===== config.mk =====
export PLATFORM = sky130hd
export DESIGN_NAME = uart_byte_tx
export DESIGN_NICKNAME = d
export VERILOG_FILES = /design/src/rtl/smarthome_uart_pkg.sv /design/src/rtl/uart_byte_tx_fifo.sv /design/src/rtl/uart_byte_tx.sv
export SDC_FILE = /design/constraint.sdc
export NUM_CORES = 1
export LEC_CHECK = 0
export CORE_ASPECT_RATIO = 1.4
export CORE_MARGIN = 2
export CORE_UTILIZATION = 45
export CTS_CLUSTER_DIAMETER = 80
export DETAILED_ROUTE_END_ITERATION = 10
export HOLD_SLACK_MARGIN = 0.02
export SETUP_SLACK_MARGIN = 0.15
export SYNTH_ARGS = -nofsm -noshare
export SYNTH_HDL_FRONTEND = slang
export SYNTH_SLANG_ARGS = --single-unit

===== constraint.sdc =====
create_clock -name clk -period 4.4 [get_ports clk]
set_clock_uncertainty 0.2 [all_clocks]
set_input_delay 0.66 -clock clk [delete_from_list [all_inputs] [get_ports clk]]
set_output_delay 0.66 -clock clk [all_outputs]
set_load 0.1 [all_outputs]

===== src/rtl/smarthome_uart_pkg.sv =====
// Shared UART definitions for the SmartHome host link.
// Used by both the byte transmitter and the receiver.
package smarthome_uart_pkg;

    typedef enum logic [1:0] {
        IDLE,
        START,
        DATA,
        STOP
    } uart_tx_state_t;

    localparam int UART_DATA_BITS = 8;
    localparam int UART_STOP_BITS = 1;

    function automatic int clks_per_bit(input int clk_hz, input int baud);
        return clk_hz / baud;
    endfunction

endpackage


===== src/rtl/uart_byte_tx_fifo.sv =====
// Small synchronous byte FIFO with full/empty flags.
// Push is refused when full, judged before any same-edge pop.
module byte_fifo #(
    parameter int DEPTH = 4,
    parameter int WIDTH = 8
) (
    input  logic             clk,
    input  logic             rst_n,
    input  logic             push,
    input  logic             pop,
    input  logic [WIDTH-1:0] din,
    output logic [WIDTH-1:0] dout,
    output logic             full,
    output logic             empty
);
    localparam int AW = $clog2(DEPTH);

    logic [WIDTH-1:0] mem [DEPTH];
    logic [AW-1:0]    wp;
    logic [AW-1:0]    rp;
    logic [AW:0]      cnt;
    logic             do_push;
    logic             do_pop;

    assign full    = (cnt == (AW+1)'(DEPTH));
    assign empty   = (cnt == '0);
    assign do_push = push && !full;
    assign do_pop  = pop && !empty;
    assign dout    = mem[rp];

    always_ff @(posedge clk) begin
        if (do_push) begin
            mem[wp] <= din;
        end
    end

    always_ff @(posedge clk or negedge rst_n) begin
        if (!rst_n) begin
            wp  <= '0;
            rp  <= '0;
            cnt <= '0;
        end else begin
            if (do_push) begin
                wp <= wp + 1'b1;
            end
            if (do_pop) begin
                rp <= rp + 1'b1;
            end
            cnt <= cnt + (AW+1)'(do_push) - (AW+1)'(do_pop);
        end
    end

endmodule


===== src/rtl/uart_byte_tx.sv =====
// 8N1 UART transmitter fed by a byte strobe through a small FIFO.
// Back-to-back frames run stop bit straight into the next start bit.
module uart_byte_tx
    import smarthome_uart_pkg::*;
#(
    parameter int CLK_HZ     = 50000000,
    parameter int BAUD       = 9600,
    parameter int FIFO_DEPTH = 4
) (
    input  logic       clk,
    input  logic       rst_n,
    input  logic [7:0] txdata,
    input  logic       dataValid,
    output logic       tx,
    output logic       busy,
    output logic       fifo_full,
    output logic       overflow
);
    localparam int CLKS_PER_BIT = clks_per_bit(CLK_HZ, BAUD);
    localparam int CW = (CLKS_PER_BIT > 1) ? $clog2(CLKS_PER_BIT) : 1;
    localparam logic [CW-1:0] LAST = CW'(CLKS_PER_BIT - 1);
    localparam logic [2:0]    LAST_BIT = 3'(UART_DATA_BITS - 1);

    uart_tx_state_t state;
    logic [CW-1:0]  baud_cnt;
    logic [2:0]     bit_idx;
    logic [7:0]     shift;
    logic [7:0]     head;
    logic           empty;
    logic           full;
    logic           pop;
    logic           bit_end;
    logic           push_ok;

    assign bit_end   = (baud_cnt == LAST);
    assign pop       = !empty && ((state == IDLE) ||
                                  (state == STOP && bit_end));
    assign push_ok   = dataValid && !full;
    assign fifo_full = full;

    byte_fifo #(
        .DEPTH(FIFO_DEPTH),
        .WIDTH(8)
    ) u_fifo (
        .clk  (clk),
        .rst_n(rst_n),
        .push (dataValid),
        .pop  (pop),
        .din  (txdata),
        .dout (head),
        .full (full),
        .empty(empty)
    );

    always_ff @(posedge clk or negedge rst_n) begin
        if (!rst_n) begin
            state    <= IDLE;
            baud_cnt <= '0;
            bit_idx  <= '0;
            shift    <= '0;
            tx       <= 1'b1;
            busy     <= 1'b0;
            overflow <= 1'b0;
        end else begin
            overflow <= dataValid && full;
            unique case (state)
                IDLE: begin
                    tx       <= 1'b1;
                    baud_cnt <= '0;
                    if (!empty) begin
                        shift <= head;
                        state <= START;
                        tx    <= 1'b0;
                        busy  <= 1'b1;
                    end else begin
                        busy <= push_ok;
                    end
                end
                START: begin
                    busy <= 1'b1;
                    if (bit_end) begin
                        baud_cnt <= '0;
                        bit_idx  <= '0;
                        state    <= DATA;
                        tx       <= shift[0];
                    end else begin
                        baud_cnt <= baud_cnt + 1'b1;
                    end
                end
                DATA: begin
                    busy <= 1'b1;
                    if (bit_end) begin
                        baud_cnt <= '0;
                        if (bit_idx == LAST_BIT) begin
                            state <= STOP;
                            tx    <= 1'b1;
                        end else begin
                            bit_idx <= bit_idx + 1'b1;
                            shift   <= shift >> 1;
                            tx      <= shift[1];
                        end
                    end else begin
                        baud_cnt <= baud_cnt + 1'b1;
                    end
                end
                STOP: begin
                    if (bit_end) begin
                        baud_cnt <= '0;
                        // Chain straight into the next start bit when more is queued
                        if (!empty) begin
                            shift <= head;
                            state <= START;
                            tx    <= 1'b0;
                            busy  <= 1'b1;
                        end else begin
                            state <= IDLE;
                            busy  <= push_ok;
                        end
                    end else begin
                        baud_cnt <= baud_cnt + 1'b1;
                        busy     <= 1'b1;
                    end
                end
                default: begin
                    state <= IDLE;
                    tx    <= 1'b1;
                end
            endcase
        end
    end

endmodule


==> results of run 1 <==
worst register-to-register path, delay by kind of cell (launching register included):
family	cells	cell delay, ps
buffers and inverters	2	100
AO/OA/AOI/OAI	1	250
XOR/XNOR	2	260
flip-flops	1	400
adder cells (fa/ha/maj)	4	1070
AND/OR/NAND/NOR	2	330
flip-flops by register name, indices dropped and copies added, names as in the netlist:
| register | flops |
|---|---|
| u_fifo.mem | 32 |
| baud_cnt | 13 |
| shift | 8 |
| bit_idx | 3 |
| u_fifo.cnt | 3 |
| state | 2 |
| u_fifo.rp | 2 |
| u_fifo.wp | 2 |
| busy | 1 |
| overflow | 1 |
| tx | 1 |
worst max path at each step:
stage	endpoint	cells after the start	slack, ps
3_3_place_gp	u_fifo.cnt[2]	7	1600
6_report	fifo_full	3	1330
3_5_place_dp	u_fifo.cnt[2]	7	1580
5_1_grt	fifo_full	3	1240
4_1_cts	fifo_full	3	1300
2_1_floorplan	u_fifo.cnt[2]	11	1800
cells in the mapped netlist (4+ instances only):
master	n
sky130_fd_sc_hd__dfrtp_1	35
sky130_fd_sc_hd__edfxtp_1	32
sky130_fd_sc_hd__nor2_1	19
sky130_fd_sc_hd__ha_1	14
sky130_fd_sc_hd__inv_1	13
sky130_fd_sc_hd__xnor2_1	12
sky130_fd_sc_hd__mux2_2	9
sky130_fd_sc_hd__mux2_4	8
sky130_fd_sc_hd__mux4_2	8
sky130_fd_sc_hd__nor3_1	7
sky130_fd_sc_hd__a21oi_1	5
sky130_fd_sc_hd__and2_1	5
sky130_fd_sc_hd__and3_1	5
sky130_fd_sc_hd__nand3_1	5
sky130_fd_sc_hd__clkbuf_1	4
sky130_fd_sc_hd__xor2_1	4
report_power, final:
| part | total [mW] | internal [mW] | switching, mW |
|---|---|---|---|
| sequential | 0.995 | 0.855 | 0.140 |
| clock | 0.529 | 0.270 | 0.258 |
| combinational | 1.00 | 0.497 | 0.506 |
| total | 2.53 | 1.62 | 0.904 |
cell type report:
cell class / count / area, um2
Fill cell: 612 / 3317
Sequential cell: 68 / 1863
Clock buffer: 9 / 123.9
Multi-Input combinational cell: 136 / 1249
Tap cell: 95 / 118.9
Clock inverter: 7 / 81.33
Timing Repair Buffer: 14 / 135.1
Inverter: 13 / 48.80
metrics by stage:
stage	hold WS (ps)	instance area, um2	power, mW
after floorplan	164.4	3214	1.840
after global placement	242.4	3415	2.020
after detailed placement	252.6	3415	2.027
after CTS	224.3	3620	2.567
after global routing	274.0	3620	2.699
final	200.9	3620	2.526
logic make-up (layout without fill, tap and decap cells):
family          after synthesis  in the layout
xor+xnor                     16             16
flops                        68             68
compound gates               19             19
buf+inv                      21             43
simple gates                 60             60
mux                          26             26
fa+ha+maj                    15             15
metal layers:
metal,GRT usage [%],share of wire [%]
met2,23.60,51
met3,4.651,2.6
met5,0,0
met4,6.015,1.4
met1,17.56,44
==> run metrics, run 1 <==
critical path launch point=u_fifo.cnt[1]; ANT nets after route=0; area share of the leading cell type in the synthesized netlist=29.89%; maximum number of pins on one net before global-route repair=37; final worst-path setup slack=1333 ps; post-DP HPWL=3534 um; share of post-route cells with drive strength above 1=20.24%; gp weighted congestion=0.7426; most frequent standard cell in the layout excluding fill and tap cells=sky130_fd_sc_hd__dfrtp_1; TritonCTS clock tree=built; hold buffer count at cts=0; Post-Synthesis Cell Area=3214 um2; Hold Fails Final Rpt=0; RSZ-0062 raised after global routing=no; # diodes=0; First DRT Iteration DRCs=75; number of input and output port buffers inserted=14; simple-gate share of the synthesized area=11.02%; Final Non-Filler Cells=342; post-synthesis average cell area=14.29 um2; buffers inserted by post-CTS timing repair=0; clock transition time at the flip-flop clock pins of the worst setup and hold paths=80 ps; Detailed Routing Iterations Pass 1=4; area growth from synthesis to layout=12.61%; Routed WL per cell=14.89 um; yosys warns=0; largest family of logic cells by synthesized area=multiplexers; Final Slew Violations=0; chain of cells forming the critical path=nor2_1 -> and2_1 -> clkdlybuf4s50_1; Hold/Removal Path Class=in -> async; WP data required=3540 ps; Sinks on Clock Net=68; multiplexer share of the synthesized area=12.81%; total buffers and inverters traversed by the critical path=1; most instantiated flip-flop cell in the synthesis netlist=sky130_fd_sc_hd__dfrtp_1; synthesized-area fraction occupied by adder cells=6.072%; Net Count, Synth=251; first-pass GRT wire length=8452 um; cts repair resizes=0; Max Buffers Root-to-Sink=2; worst reg2reg path endpoint=u_fifo.cnt[2]; crit path launch type=flop; cell family with the largest share of critical-path delay=buffers and inverters; Synth Instances=225; remaining global-route overflow=0; critical-path maximum fanout=5; core region area=6937 um2; antenna violations before repair=0; commonest cells after routing, fill and taps aside=sky130_fd_sc_hd__dfrtp_1 (35), sky130_fd_sc_hd__edfxtp_1 (32), sky130_fd_sc_hd__nor2_1 (19), sky130_fd_sc_hd__ha_1 (14); Core Rows=36; pre-CTS setup slack=1580 ps; wirelength, routed=5091 um; fraction of registers with async set/reset=52.94%; Worst Path Class, Setup=reg -> out; fmax=326.0 MHz; total CTS buffers=9; outcome=complete, no violations; compound-cell area share of the yosys netlist=4.593%; FF-to-FF setup slack=1650 ps; area leader, netlist=sky130_fd_sc_hd__edfxtp_1; synthesized-area fraction occupied by xor and xnor cells=4.360%; top area cells in the synthesized netlist=sky130_fd_sc_hd__edfxtp_1 (30%), sky130_fd_sc_hd__dfrtp_1 (27%), sky130_fd_sc_hd__mux4_2 (5.6%), sky130_fd_sc_hd__ha_1 (5.4%), sky130_fd_sc_hd__mux2_4 (3.7%); die width=75.43 um; total DRC errors in the routed layout=0; number of global-route vias before repair=1782; Die Outline Area=7845 um2; Pleak=1.473 nW; worst path arrival time=2210 ps; portion of the clock cycle consumed by the worst path in the final layout=69.72%; height of the chip=104 um; count of H-tree levels built during CTS=3; number of flops mapped to enable cells by yosys=32; ports placed on the boundary=15; net total in the final layout=268; Max-Slew Margin vs Limit=35.64%; via count=1749; flop and latch count out of synthesis=68; Worst-Skew Late Latency=340 ps; total placed cells including tap cells=326; launch point of the worst reg-to-reg path=baud_cnt[0]; sequential area share after synthesis=57.96%; count of cell types in the netlist=42; setup TNS after final layout=0 ps; Max IR drop VDD=0.2841 mV; sort of element at the end of the critical path=output port; Final min period=3067 ps; path depth of the worst reg2reg path=11; clock root buffer master=sky130_fd_sc_hd__clkbuf_8; Worst Max-Slew Pin Slew=962.4 ps; Final setup viols=0; Max stage delay cell, worst path=sky130_fd_sc_hd__clkdlybuf4s50_1; effective utilization at floorplan=46.34%; Slowest Stage Delay on Critical Path=1130 ps; GRT Util Overall=14.60%; post-layout util=52.18%; Power Dens Cells=697.9 nW/um2; post-detailed-route via-to-cell ratio=5.114; max cap viols=0
(Power assumes the default switching activity.)
==> run 2: changes to the inputs <==
- clock period: 4.4 -> 3.2 ns (I/O delays scaled with it)
==> run 2 against run 1 <==
Against the previous run: non-clock buffer count up 2; sequential power grew 38%; global-route usage grew 0.83 points; flip-flop and latch count unchanged; design area up 0.41%; critical endpoint is now u_fifo.cnt[2]; largest cell class unchanged.
==> run metrics, run 2 (synthesis gave the netlist of run 1 again) <==
top routing layer in use=met4 (unchanged); maximum number of pins on one net before global-route repair=37 (unchanged); Pleak=1.496 nW (was 1.473 nW); post-layout util=52.40% (was 52.18%); number of input and output port buffers inserted=14 (unchanged); effective utilization at floorplan=46.34% (unchanged); Final setup viols=0 (unchanged); Worst Max-Slew Pin Slew=789.5 ps (was 962.4 ps); antenna violations before repair=0 (unchanged); worst hold slack=17.84 ps (was 200.9 ps); first-pass GRT wire length=9052 um (was 8452 um); GRT Util Overall=15.43% (was 14.60%); height of the chip=104 um (unchanged); gp weighted congestion=0.6901 (was 0.7426); ports placed on the boundary=15 (unchanged); Die Outline Area=7845 um2 (unchanged); critical-path maximum fanout=4 (was 5); total buffers and inverters traversed by the critical path=2 (was 1); Routed WL per cell=15.28 um (was 14.89 um); post-detailed-route via-to-cell ratio=5.105 (was 5.114); remaining global-route overflow=0 (unchanged); Hold Fails Final Rpt=0 (unchanged); cts repair resizes=0 (unchanged); met3 wire length=111 um (was 134 um); net total in the final layout=270 (was 268); Detailed Routing Iterations Pass 1=4 (unchanged); die width=75.43 um (unchanged); Top cell by count, worst path=sky130_fd_sc_hd__ha_1; Worst Path Class, Setup=reg -> reg (was reg -> out); outcome=complete, no violations (unchanged); worst path arrival time=2770 ps (was 2210 ps); WP data required=3260 ps (was 3540 ps); post-DP HPWL=3618 um (was 3534 um); clock transition time at the flip-flop clock pins of the worst setup and hold paths=80 ps (about the same); FF-to-FF setup slack=490 ps (was 1650 ps); fmax=369.2 MHz; total CTS buffers=9 (unchanged); Final Slew Violations=0 (unchanged); Top Registers=u_fifo.mem x32, baud_cnt x13, shift x8 (unchanged); via count=1756 (was 1749); Max Buffers Root-to-Sink=2 (unchanged); clock root buffer master=sky130_fd_sc_hd__clkbuf_8 (unchanged); Power Dens Cells=968.1 nW/um2 (was 697.9 nW/um2); worst reg2reg path endpoint=u_fifo.cnt[2] (unchanged); RSZ-0062 raised after global routing=no (unchanged); setup TNS after final layout=0 ps (unchanged); hold buffer count at cts=0 (unchanged); TritonCTS clock tree=built (unchanged); ANT nets after route=0 (unchanged); flip-flop count of the largest register after layout=32 (unchanged); core region area=6937 um2 (unchanged); Max IR drop VDD=0.5946 mV (was 0.2841 mV); crit path launch type=flop (unchanged); Final min period=2709 ps; Max-Slew Margin vs Limit=47.37% (was 35.64%); total of fill cells in the finished design=612 (unchanged); wirelength, routed=5257 um (was 5091 um); Routed met2 length=2778 um (was 2620 um); most frequent standard cell in the layout excluding fill and tap cells=sky130_fd_sc_hd__dfrtp_1 (unchanged); count of H-tree levels built during CTS=3 (unchanged); Sinks on Clock Net=68 (unchanged); chain of cells forming the critical path=ha_1 -> and4b_4 -> a41oi_1 -> nor2_1 -> ha_1 -> inv_1 -> ha_1 -> inv_1 -> fa_1 -> xnor2_1 -> xnor2_1 (was nor2_1 -> and2_1 -> clkdlybuf4s50_1); Max stage delay cell, worst path=sky130_fd_sc_hd__dfrtp_1 (was sky130_fd_sc_hd__clkdlybuf4s50_1); buffers inserted by post-CTS timing repair=0 (unchanged); # diodes=0 (unchanged); Core Rows=36 (unchanged); Slowest Stage Delay on Critical Path=390 ps (was 1130 ps); cell family with the largest share of critical-path delay=adder cells (was buffers and inverters); Worst-Skew Late Latency=340 ps (about the same); max cap viols=0 (unchanged); wire length on met1=2293 um (was 2265 um); total DRC errors in the routed layout=0 (unchanged); number of global-route vias before repair=1892 (was 1782); share of post-route cells with drive strength above 1=22.49% (was 20.24%); path depth of the worst reg2reg path=11 (unchanged); sort of element at the end of the critical path=flop (was output port); commonest cells after routing, fill and taps aside=sky130_fd_sc_hd__dfrtp_1 (35), sky130_fd_sc_hd__edfxtp_1 (32), sky130_fd_sc_hd__nor2_1 (19), sky130_fd_sc_hd__ha_1 (14), sky130_fd_sc_hd__inv_1 (13) (was sky130_fd_sc_hd__dfrtp_1 (35), sky130_fd_sc_hd__edfxtp_1 (32), sky130_fd_sc_hd__nor2_1 (19), sky130_fd_sc_hd__ha_1 (14)); First DRT Iteration DRCs=76 (was 75); largest reg by FF count=u_fifo.mem (unchanged); portion of the clock cycle consumed by the worst path in the final layout=84.65%; sum of internal, switching and leakage power=3.519 mW (was 2.526 mW); launch point of the worst reg-to-reg path=baud_cnt[0] (unchanged); Hold/Removal Path Class=in -> async (unchanged); area growth from synthesis to layout=13.08% (was 12.61%)
==> run 2: metal layers <==
metal  vias to the layer above  GRT usage, %
met3                         6         4.070
li1                        855             -
met5                         -             0
met4                         0         6.015
met2                        22         25.90
met1                       873         18.32
==> run 2: where the power goes <==
| part | internal [mW] | switching [mW] |
|---|---|---|
| Clock | 0.436 | 0.327 |
| Sequential | 1.18 | 0.193 |
| Combinational | 0.689 | 0.697 |
==> run 2: area by class of cell <==
cell class / instances / area (um2) / area share, %
clock buffer: 9 / 123.9 / 3.408
clock inverter: 7 / 91.34 / 2.513
inverter: 13 / 48.80 / 1.343
multi-input combinational: 136 / 1249 / 34.35
sequential: 68 / 1863 / 51.26
tap: 95 / 118.9 / 3.270
timing repair buffer: 16 / 140.1 / 3.855
==> run 2: worst max path at each step <==
| stage | startpoint | endpoint | slack (ps) | cells past startpoint |
|---|---|---|---|---|
| 2_1_floorplan | baud_cnt[0] | u_fifo.cnt[2] | 600 | 11 |
| 4_1_cts | baud_cnt[0] | u_fifo.cnt[2] | 460 | 11 |
| 6_report | baud_cnt[0] | u_fifo.cnt[2] | 490 | 11 |
| 3_3_place_gp | baud_cnt[0] | u_fifo.cnt[2] | 520 | 11 |
| 5_1_grt | baud_cnt[0] | u_fifo.cnt[2] | 240 | 11 |
| 3_5_place_dp | baud_cnt[0] | u_fifo.cnt[2] | 470 | 11 |
==> run 2: metrics by stage <==
| step | worst slack, ps | cells | instance area (um2) |
|---|---|---|---|
| global placement | 517.7 | 328 | 3420 |
| finish | 491.3 | 344 | 3635 |
| detailed placement | 465.9 | 328 | 3420 |
| floorplan | 601.7 | 225 | 3214 |
| CTS | 464.7 | 344 | 3635 |
| global route | 239.7 | 344 | 3635 |
